**src/rtl/alu_issue_unit_if.sv**
```systemverilog
// Command channel into alu_issue_unit: one command per valid/ready handshake.
// The master drives the command fields; the issue unit (slave) returns ready.
interface alu_issue_unit_if #(
    parameter int DATA_W = 4,
    parameter int RA_W   = 2
);
    logic              cmd_valid;
    logic              cmd_ready;
    logic [2:0]        cmd_op;
    logic [RA_W-1:0]   cmd_rd;
    logic [RA_W-1:0]   cmd_rs1;
    logic [RA_W-1:0]   cmd_rs2;
    logic [DATA_W-1:0] cmd_imm;

    modport master (
        output cmd_valid, cmd_op, cmd_rd, cmd_rs1, cmd_rs2, cmd_imm,
        input  cmd_ready
    );

    modport slave (
        input  cmd_valid, cmd_op, cmd_rd, cmd_rs1, cmd_rs2, cmd_imm,
        output cmd_ready
    );
endinterface

```
**src/rtl/alu_issue_unit.sv**
```systemverilog
// Sequencing front end for the external ALU: reads operands from a small
// register file, drives the ALU, captures its outputs and retires the result.
module alu_issue_unit #(
    parameter int DATA_W = 4,
    parameter int RA_W   = 2
) (
    input  logic              clk,
    input  logic              rst_n,
    alu_issue_unit_if.slave   cmd,
    output logic [DATA_W-1:0] alu_a,
    output logic [DATA_W-1:0] alu_b,
    output logic [2:0]        alu_sel,
    input  logic [DATA_W-1:0] alu_result,
    input  logic              alu_carry,
    input  logic              alu_zero,
    output logic              wb_valid,
    output logic [RA_W-1:0]   wb_rd,
    output logic [DATA_W-1:0] wb_data,
    output logic              flag_c,
    output logic              flag_z,
    output logic              err,
    output logic              busy,
    input  logic [RA_W-1:0]   dbg_addr,
    output logic [DATA_W-1:0] dbg_data
);
    localparam int RF_N = 1 << RA_W;

    localparam logic [2:0] OP_ADD   = 3'b000;
    localparam logic [2:0] OP_SUB   = 3'b001;
    localparam logic [2:0] OP_AND   = 3'b010;
    localparam logic [2:0] OP_OR    = 3'b011;
    localparam logic [2:0] OP_ANDN  = 3'b100;
    localparam logic [2:0] OP_LOADI = 3'b101;

    typedef enum logic [1:0] {
        IDLE = 2'd0,
        OPRD = 2'd1,
        EXEC = 2'd2,
        WB   = 2'd3
    } state_t;

    state_t            state_r;
    state_t            state_nxt_s;
    logic              accept_s;

    logic [2:0]        op_r;
    logic [RA_W-1:0]   rd_r;
    logic [RA_W-1:0]   rs1_r;
    logic [RA_W-1:0]   rs2_r;
    logic [DATA_W-1:0] imm_r;

    logic [DATA_W-1:0] alu_a_r;
    logic [DATA_W-1:0] alu_b_r;
    logic [2:0]        alu_sel_r;
    logic [2:0]        sel_s;

    logic [DATA_W-1:0] res_hold_r;
    logic              carry_hold_r;
    logic              zero_hold_r;

    logic [DATA_W-1:0] wb_data_s;
    logic              wb_we_s;
    logic              wb_flag_s;
    logic              wb_err_s;

    logic              wb_valid_r;
    logic [RA_W-1:0]   wb_rd_r;
    logic [DATA_W-1:0] wb_data_r;
    logic              err_r;
    logic              wr_pend_r;
    logic              flag_pend_r;
    logic              flag_c_r;
    logic              flag_z_r;

    logic [DATA_W-1:0] rf_r [RF_N];

    function automatic logic is_alu_op(input logic [2:0] op);
        return (op <= OP_ANDN);
    endfunction

    assign accept_s      = (state_r == IDLE) && cmd.cmd_valid;
    assign cmd.cmd_ready = (state_r == IDLE);
    assign busy          = (state_r != IDLE);
    assign dbg_data      = rf_r[dbg_addr];

    assign alu_a    = alu_a_r;
    assign alu_b    = alu_b_r;
    assign alu_sel  = alu_sel_r;
    assign wb_valid = wb_valid_r;
    assign wb_rd    = wb_rd_r;
    assign wb_data  = wb_data_r;
    assign err      = err_r;
    assign flag_c   = flag_c_r;
    assign flag_z   = flag_z_r;

    // State register
    always_ff @(posedge clk or negedge rst_n) begin
        if (!rst_n) begin
            state_r <= IDLE;
        end else begin
            state_r <= state_nxt_s;
        end
    end

    // Next-state decode: one pass through OPRD/EXEC/WB per accepted command
    always_comb begin
        state_nxt_s = state_r;
        case (state_r)
            IDLE: begin
                if (accept_s) begin
                    state_nxt_s = OPRD;
                end else begin
                    state_nxt_s = IDLE;
                end
            end
            OPRD:    state_nxt_s = EXEC;
            EXEC:    state_nxt_s = WB;
            WB:      state_nxt_s = IDLE;
            default: state_nxt_s = IDLE;
        endcase
    end

    // Command latch on handshake
    always_ff @(posedge clk or negedge rst_n) begin
        if (!rst_n) begin
            op_r  <= 3'b000;
            rd_r  <= '0;
            rs1_r <= '0;
            rs2_r <= '0;
            imm_r <= '0;
        end else if (accept_s) begin
            op_r  <= cmd.cmd_op;
            rd_r  <= cmd.cmd_rd;
            rs1_r <= cmd.cmd_rs1;
            rs2_r <= cmd.cmd_rs2;
            imm_r <= cmd.cmd_imm;
        end
    end

    // LOADI and illegal ops park the ALU on ADD; their ALU output is discarded
    always_comb begin
        sel_s = OP_ADD;
        if (is_alu_op(op_r)) begin
            sel_s = op_r;
        end else begin
            sel_s = OP_ADD;
        end
    end

    // Operand read: ALU inputs hold from one OPRD to the next
    always_ff @(posedge clk or negedge rst_n) begin
        if (!rst_n) begin
            alu_a_r   <= '0;
            alu_b_r   <= '0;
            alu_sel_r <= 3'b000;
        end else if (state_r == OPRD) begin
            alu_a_r   <= rf_r[rs1_r];
            alu_b_r   <= rf_r[rs2_r];
            alu_sel_r <= sel_s;
        end
    end

    // Capture ALU outputs at the end of EXEC
    always_ff @(posedge clk or negedge rst_n) begin
        if (!rst_n) begin
            res_hold_r   <= '0;
            carry_hold_r <= 1'b0;
            zero_hold_r  <= 1'b0;
        end else if (state_r == EXEC) begin
            res_hold_r   <= alu_result;
            carry_hold_r <= alu_carry;
            zero_hold_r  <= alu_zero;
        end
    end

    // Retire decode by opcode class
    always_comb begin
        wb_data_s = '0;
        wb_we_s   = 1'b0;
        wb_flag_s = 1'b0;
        wb_err_s  = 1'b0;
        case (op_r)
            OP_ADD, OP_SUB, OP_AND, OP_OR, OP_ANDN: begin
                wb_data_s = res_hold_r;
                wb_we_s   = 1'b1;
                wb_flag_s = 1'b1;
            end
            OP_LOADI: begin
                wb_data_s = imm_r;
                wb_we_s   = 1'b1;
            end
            default: begin
                wb_err_s  = 1'b1;
            end
        endcase
    end

    // Retire pulse: wb_valid/err are one cycle; the write itself lands an edge later
    always_ff @(posedge clk or negedge rst_n) begin
        if (!rst_n) begin
            wb_valid_r  <= 1'b0;
            wb_rd_r     <= '0;
            wb_data_r   <= '0;
            err_r       <= 1'b0;
            wr_pend_r   <= 1'b0;
            flag_pend_r <= 1'b0;
        end else if (state_r == WB) begin
            wb_valid_r  <= 1'b1;
            wb_rd_r     <= rd_r;
            wb_data_r   <= wb_data_s;
            err_r       <= wb_err_s;
            wr_pend_r   <= wb_we_s;
            flag_pend_r <= wb_flag_s;
        end else begin
            wb_valid_r  <= 1'b0;
            err_r       <= 1'b0;
            wr_pend_r   <= 1'b0;
            flag_pend_r <= 1'b0;
        end
    end

    // Register file and sticky flags, committed the edge after the retire pulse
    always_ff @(posedge clk or negedge rst_n) begin
        if (!rst_n) begin
            for (int i = 0; i < RF_N; i++) begin
                rf_r[i] <= '0;
            end
            flag_c_r <= 1'b0;
            flag_z_r <= 1'b0;
        end else begin
            if (wr_pend_r) begin
                rf_r[wb_rd_r] <= wb_data_r;
            end
            if (flag_pend_r) begin
                flag_c_r <= carry_hold_r;
                flag_z_r <= zero_hold_r;
            end
        end
    end
endmodule
```
**src/flat_wrapper.sv**
```systemverilog
// flat-port wrapper written by rule: the top's interface ports become plain ports
module alu_issue_unit_flat 
#(
    parameter int DATA_W = 4,
    parameter int RA_W   = 2
)
  (clk, rst_n, alu_a, alu_b, alu_sel, alu_result, alu_carry, alu_zero, wb_valid, wb_rd, wb_data, flag_c, flag_z, err, busy, dbg_addr, dbg_data, cmd_cmd_valid, cmd_cmd_op, cmd_cmd_rd, cmd_cmd_rs1, cmd_cmd_rs2, cmd_cmd_imm, cmd_cmd_ready);
  alu_issue_unit_if #(.DATA_W(DATA_W), .RA_W(RA_W)) cmd_i ();
  input  logic clk;
  input  logic rst_n;
  output logic [DATA_W-1:0] alu_a;
  output logic [DATA_W-1:0] alu_b;
  output logic [2:0] alu_sel;
  input  logic [DATA_W-1:0] alu_result;
  input  logic alu_carry;
  input  logic alu_zero;
  output logic wb_valid;
  output logic [RA_W-1:0] wb_rd;
  output logic [DATA_W-1:0] wb_data;
  output logic flag_c;
  output logic flag_z;
  output logic err;
  output logic busy;
  input  logic [RA_W-1:0] dbg_addr;
  output logic [DATA_W-1:0] dbg_data;
  input wire logic [$bits(cmd_i.cmd_valid)-1:0] cmd_cmd_valid;
  input wire logic [$bits(cmd_i.cmd_op)-1:0] cmd_cmd_op;
  input wire logic [$bits(cmd_i.cmd_rd)-1:0] cmd_cmd_rd;
  input wire logic [$bits(cmd_i.cmd_rs1)-1:0] cmd_cmd_rs1;
  input wire logic [$bits(cmd_i.cmd_rs2)-1:0] cmd_cmd_rs2;
  input wire logic [$bits(cmd_i.cmd_imm)-1:0] cmd_cmd_imm;
  output wire logic [$bits(cmd_i.cmd_ready)-1:0] cmd_cmd_ready;
  assign cmd_i.cmd_valid = cmd_cmd_valid;
  assign cmd_i.cmd_op = cmd_cmd_op;
  assign cmd_i.cmd_rd = cmd_cmd_rd;
  assign cmd_i.cmd_rs1 = cmd_cmd_rs1;
  assign cmd_i.cmd_rs2 = cmd_cmd_rs2;
  assign cmd_i.cmd_imm = cmd_cmd_imm;
  assign cmd_cmd_ready = cmd_i.cmd_ready;
  alu_issue_unit #(.DATA_W(DATA_W), .RA_W(RA_W)) u_core (.clk(clk), .rst_n(rst_n), .cmd(cmd_i), .alu_a(alu_a), .alu_b(alu_b), .alu_sel(alu_sel), .alu_result(alu_result), .alu_carry(alu_carry), .alu_zero(alu_zero), .wb_valid(wb_valid), .wb_rd(wb_rd), .wb_data(wb_data), .flag_c(flag_c), .flag_z(flag_z), .err(err), .busy(busy), .dbg_addr(dbg_addr), .dbg_data(dbg_data));
endmodule
```
**config.mk**
```make
export PLATFORM = sky130hd
export DESIGN_NAME = alu_issue_unit_flat
export DESIGN_NICKNAME = d
export VERILOG_FILES = /design/src/rtl/alu_issue_unit_if.sv /design/src/rtl/alu_issue_unit.sv /design/src/flat_wrapper.sv
export SDC_FILE = /design/constraint.sdc
export NUM_CORES = 1
export LEC_CHECK = 0
export BUFFER_PORTS_ARGS = -buffer_cell sky130_fd_sc_hd__buf_2
export CORE_UTILIZATION = 40
export CTS_CLUSTER_DIAMETER = 30
export DETAILED_ROUTE_END_ITERATION = 8
export GPL_TIMING_DRIVEN = 0
export SETUP_SLACK_MARGIN = 0.1
export SYNTH_ARGS = -nofsm -noshare
export SYNTH_HDL_FRONTEND = slang
export SYNTH_SLANG_ARGS = --single-unit
```
**constraint.sdc**
```tcl
create_clock -name clk -period 1.9 [get_ports clk]
set_input_delay 0.38 -clock clk [delete_from_list [all_inputs] [get_ports clk]]
set_output_delay 0.38 -clock clk [all_outputs]
set_load 0.02 [all_outputs]
```
# [Word-level counts from Yosys, hierarchy flattened]
# Cells that the tools add are included.
[word_totals] register_bits=60 in_bits=24 output_inout_bits=27 word_cells=72
[op_classes] n_lt_le_gt_ge=6 eq_ne=8 muxes=23 bitwise=4 reduce_logical=7
[op_table] cell="$mux W4" count=7
[op_table] cell="$bmux W4 S2" count=3
[op_table] cell="$bwmux W16" count=1
[op_table] cell="$ge A3 B3 Y1 const B" count=4
[op_table] cell="$not A2 Y3" count=4
[op_table] cell="$demux W4 S2" count=1
[op_table] cell="$mux W1" count=8
[op_table] cell="$pmux W2 S4" count=1
[op_table] cell="$pmux W4 S2" count=1
[op_table] cell="$eq A3 B2 Y1 const B" count=2
[op_table] cell="$eq A3 B3 Y1 const B" count=2
[op_table] cell="$reduce_or A6 Y1" count=1
[op_table] cell="$reduce_or A5 Y1" count=1
[op_table] cell="$eq A2 B2 Y1 const B" count=2
[op_table] cell="$eq A3 B1 Y1 const B" count=1
[op_table] cell="$le A3 B3 Y1 const B" count=1
[op_table] cell="$logic_not A3 Y1" count=1
[op_table] cell="$lt A3 B1 Y1 const B" count=1
[op_table] cell="$mux W3" count=1
[op_table] cell="$eq A2 B1 Y1 const B" count=1
[op_table] cell="$logic_and A1 B1 Y1" count=2
[op_table] cell="$logic_not A2 Y1" count=1
[op_table] cell="$reduce_bool A2 Y1" count=1

# [Depth between registers and ports, before layout]
[logic_depth] ltp_word=6 depth_mapped=6 mapped_depth_nobuf=5

# [Least setup slack after synthesis]
# No wires, ideal clock.
[synth_path] kind="reg2reg" start="reg u_core.state_r[0]" end="reg u_core.imm_r[0]" setup_ns=0.125 arrival_time_ns=1.435 required_time_ns=1.775 path_slack_ns=0.340 stages_incl_launch_ff=6 n_path_buf=1 synth_period_minus_slack_ns=1.560 path_cell_list="dfrtp_1 > inv_1 > ha_1 > nand2_1 > buf_2 > mux2_2"
[synth_between] elab_chain_len=2
[synth_rtl] item="start, declared" line="alu_issue_unit.sv:42" source="state_t state_r;"
[synth_rtl] item="start signal, assigned" line="alu_issue_unit.sv:101" source="state_r <= state_nxt_s;"
[synth_rtl] item="$logic_not A2 Y1"
[synth_rtl] item="via cmd_cmd_ready" line="flat_wrapper.sv:32" source="output wire logic [$bits(cmd_i.cmd_ready)-1:0] cmd_cmd_ready;"
[synth_rtl] item="$logic_and A1 B1 Y1" line="alu_issue_unit.sv:81" source="assign accept_s = (state_r == IDLE) && cmd.cmd_valid;"
[synth_rtl] item="end signal, assigned" line="alu_issue_unit.sv:136" source="imm_r <= cmd.cmd_imm;"
[synth_rtl] item="end, declared" line="alu_issue_unit.sv:50" source="logic [DATA_W-1:0] imm_r;"
# The timed path passes the listed nets, and every way through them passes these cells.
# A chain may end at the register's enable or synchronous reset.

# [Worst setup path in the final report]
[layout_path] start="reg u_core.rf_r[2] (netlist bit)" end="out dbg_data[2]"
[layout_between] elab_chain_len=3
[layout_rtl] item="start, declared" line="alu_issue_unit.sv:75" source="logic [DATA_W-1:0] rf_r [RF_N];"
[layout_rtl] item="start signal, assigned by index" line="alu_issue_unit.sv:232" source="rf_r[wb_rd_r] <= wb_data_r;"
[layout_rtl] item="$bmux W4 S2" line="alu_issue_unit.sv:84" source="assign dbg_data = rf_r[dbg_addr];"
[layout_rtl] item="$mux W4 (not written as such) (2 in a row)" line="alu_issue_unit.sv:84"
[layout_rtl] item="end, declared" line="flat_wrapper.sv:25" source="output logic [DATA_W-1:0] dbg_data;"
# Every way passes these cells. The select of a mux whose other input is x is not followed.

==> impl_metrics.ini <==
[drt]
routedWlPerCell_um = 15.7
drt_iter0_drc = 94
detail-route-antenna-nets = 0
vias_per_cell = 5.06
firstDrtPassIters = 4
drc = 0
wirelength_um = 5440
vias = 1756

[timing]
finalCritPeriodShare_pct = 92.9
setup_violations = 0
min_period_ns = 1.77
hold_viol = 0
slew_violations = 0
whs_ns = 0.112
fin_setup_tns_ns = 0
rsz0062_at_grt = yes
max_freq_ghz = 0.566
tightest_slew_ns = 0.759
fin_skew_ns = 0.00705
slew-limit-headroom_pct = 49.4

[cts]
cts_root_buffer = clkbuf_8
cts.path.max_buffers = 2
clock-sinks = 60
postCtsResizedCells = 0
clk_latency_ns = 0.33
cts_hold_buf = 0
cts_buffers = 9
cts_tree = done
htreeDepth = 3
cts.clk_slew.worst_paths_ns = 0.07

[worst_setup_path]
cp.arrival_ns = 1.39
path_max_fanout = 2
cp-start-kind = flop
end_kind = output pin
critPathKind = flop to output pin
worstPathRequired_ns = 1.52

[layout]
multi_input_area_um2 = 1100
final_layout_size_suffix_gt1_share_pct = 51.1
diodes = 0
fillers = 549
seq_area_um2 = 1500
area_growth_pct = 24.9
nets = 294

[outcome]
outcome = complete, no violations

[power]
cellPowerDensity_nw_per_um2 = 1780
p_leak_nw = 1.62
peakVddDrop_v = 0.000807

[global_route]
grt_antenna_before_repair = 0
grt_pass1_vias = 1748
grt_max_degree = 61
grt_use_total_pct = 16.8
grt_pass1_wl_um = 8920
grt_overflow = 0

[placed_design]
port_buffers = 50
gp_congestion = 0.704
place_hpwl_um = 3740

[synth]
ys_warn_count = 0
seq_area_frac_synth_pct = 56.3
syn_inst = 191
synth_area_per_cell_um2 = 14.0
synthDistinctLibCells = 23
ys_ff_latch = 60
synth_fp_nets = 220
synth_area_um2 = 2670

[die]
coreArea_um2 = 6390
fp.dieW_um = 83.7
die_h_um = 83.7
num_rows = 29
start_util_pct = 41.8
die-area_um2 = 7000
io_pins = 51

[min_path]
min_path_type = input pin to async pin

[run]
max_cap_viol_count = 0
==> synth_stat cells <==
| library cell | n | area, µm² |
|---|---|---|
| mux2_2 | 48 | 541 |
| nand3b_1 | 4 | 30.0 |
| nor2b_1 | 14 | 87.6 |
| and2_1 | 1 | 6.26 |
| o21ai_0 | 11 | 55.1 |
| mux4_2 | 4 | 90.1 |
| a21oi_1 | 8 | 40.0 |
| and3_2 | 1 | 7.51 |
| and4b_2 | 1 | 11.3 |
| a221o_1 | 4 | 40.0 |
| inv_1 | 6 | 22.5 |
| dfrtp_1 | 60 | 1500 |
| buf_6 | 1 | 11.3 |
| ha_1 | 5 | 62.6 |
| nand3_1 | 2 | 10.0 |
| nor3b_1 | 1 | 7.51 |
| o21ai_1 | 1 | 5.00 |
| nand2_1 | 3 | 11.3 |
| nor3b_2 | 1 | 12.5 |
| clkbuf_1 | 1 | 3.75 |
| mux2i_1 | 8 | 80.1 |
| a21boi_0 | 1 | 7.51 |
| buf_2 | 5 | 25.0 |
==> routing by layer <==
layer	routed length, µm	global-route usage (%)	up-vias
met5	0	0	-
met4	78	6.93	0
met3	190	4.45	6
met2	2530	25.1	35
met1	2650	23.3	872
li1	-	-	843
==> area by class of cell <==
| cell class | instances | area share (%) |
|---|---|---|
| flip-flops and latches | 60 | 45.0 |
| multi-input cells | 118 | 33.1 |
| plain buffers | 7 | 1.20 |
| clock buffers | 12 | 4.35 |
| clock inverters | 4 | 2.18 |
| well taps | 77 | 2.89 |
| repair buffers | 63 | 10.5 |
| inverters | 6 | 0.676 |
==> stage by stage <==
stage                     utilization, %  instances  worst slack (ns)  power [W]  area [µm²]
after detailed placement            47.2        318             0.240    0.00457        3020
after global placement              47.2        318             0.253    0.00451        3020
after CTS                           51.3        340             0.105    0.00593        3280
after floorplan                        -        191             0.340    0.00387        2670
final                               52.2        347             0.135    0.00594        3330
after global routing                52.2        347            0.0884    0.00634        3330
==> where the power goes <==
group | internal (W) | switching [W]
clock network | 0.000773 | 0.000487
registers | 0.00187 | 0.000447
logic | 0.00122 | 0.00114
==> layout by cell type, fill, tap and decap left out, drive strengths merged <==
cell	n
and2	1
clkbuf	13
mux4	4
ha	5
a221o	4
clkinv	1
mux2i	8
and4b	1
nor3b	2
inv	6
bufinv	2
a21oi	8
nand3	2
buf	69
mux2	48
a21boi	1
nor2b	14
nand3b	4
o21ai	12
dfrtp	60
nand2	3
clkinvlp	1
and3	1
==> critical path: stages (launching register included) <==
cell     delay, ns
dfrtp_1       0.39
mux4_2        0.49
buf_2         0.18
==> registers in the layout, summed over array words and instances, names as in the netlist, 2 cells and up <==
name / flops
u_core.wb_rd: 2
u_core.rs1_r: 2
u_core.wb_data: 4
u_core.state_r: 2
u_core.alu_b: 4
u_core.alu_sel: 3
u_core.res_hold_r: 4
u_core.rs2_r: 2
u_core.alu_a: 4
u_core.imm_r: 4
u_core.rd_r: 2
u_core.op_r: 3
u_core.rf_r: 16
==> kinds of logic (layout without fill, tap and decap cells) <==
| family | count (synthesis) | count (layout) | share of synthesized area (%) |
|---|---|---|---|
| buf+inv | 13 | 92 | 2.34 |
| mux | 60 | 60 | 26.6 |
| fa+ha+maj | 5 | 5 | 2.34 |
| simple gates | 28 | 28 | 6.89 |
| compound gates | 25 | 25 | 5.53 |
| flops | 60 | 60 | 56.3 |
==> path summary, 6_finish.rpt <==
kind | start | to | slack (ns) | depth (start not counted)
max in group asynchronous | rst_n | u_core.wb_data[3]$_DFFE_PN0P_ | 1.28 | 1
min | rst_n | u_core.op_r[2]$_DFFE_PN0P_ | 0.11 | 1
min reg2reg | u_core.zero_hold_r$_DFFE_PN0P_ | u_core.flag_z$_DFFE_PN0P_ | 0.50 | 1
min in group clk | cmd_cmd_op[2] | u_core.op_r[2]$_DFFE_PN0P_ | 0.27 | 2
max | u_core.rf_r[2]$_DFFE_PN0P_ | dbg_data[2] | 0.13 | 2
max reg2reg | u_core.state_r[0]$_DFF_PN0_ | u_core.rs2_r[0]$_DFFE_PN0P_ | 0.23 | 5
==> what timing repair did <==
action / CTS / global route
setup buffers: 6 / 7
endpoints found under the setup margin: 3 / 4
cloned: 0 / 0
No activity file was read; power rests on OpenSTA's default activity.
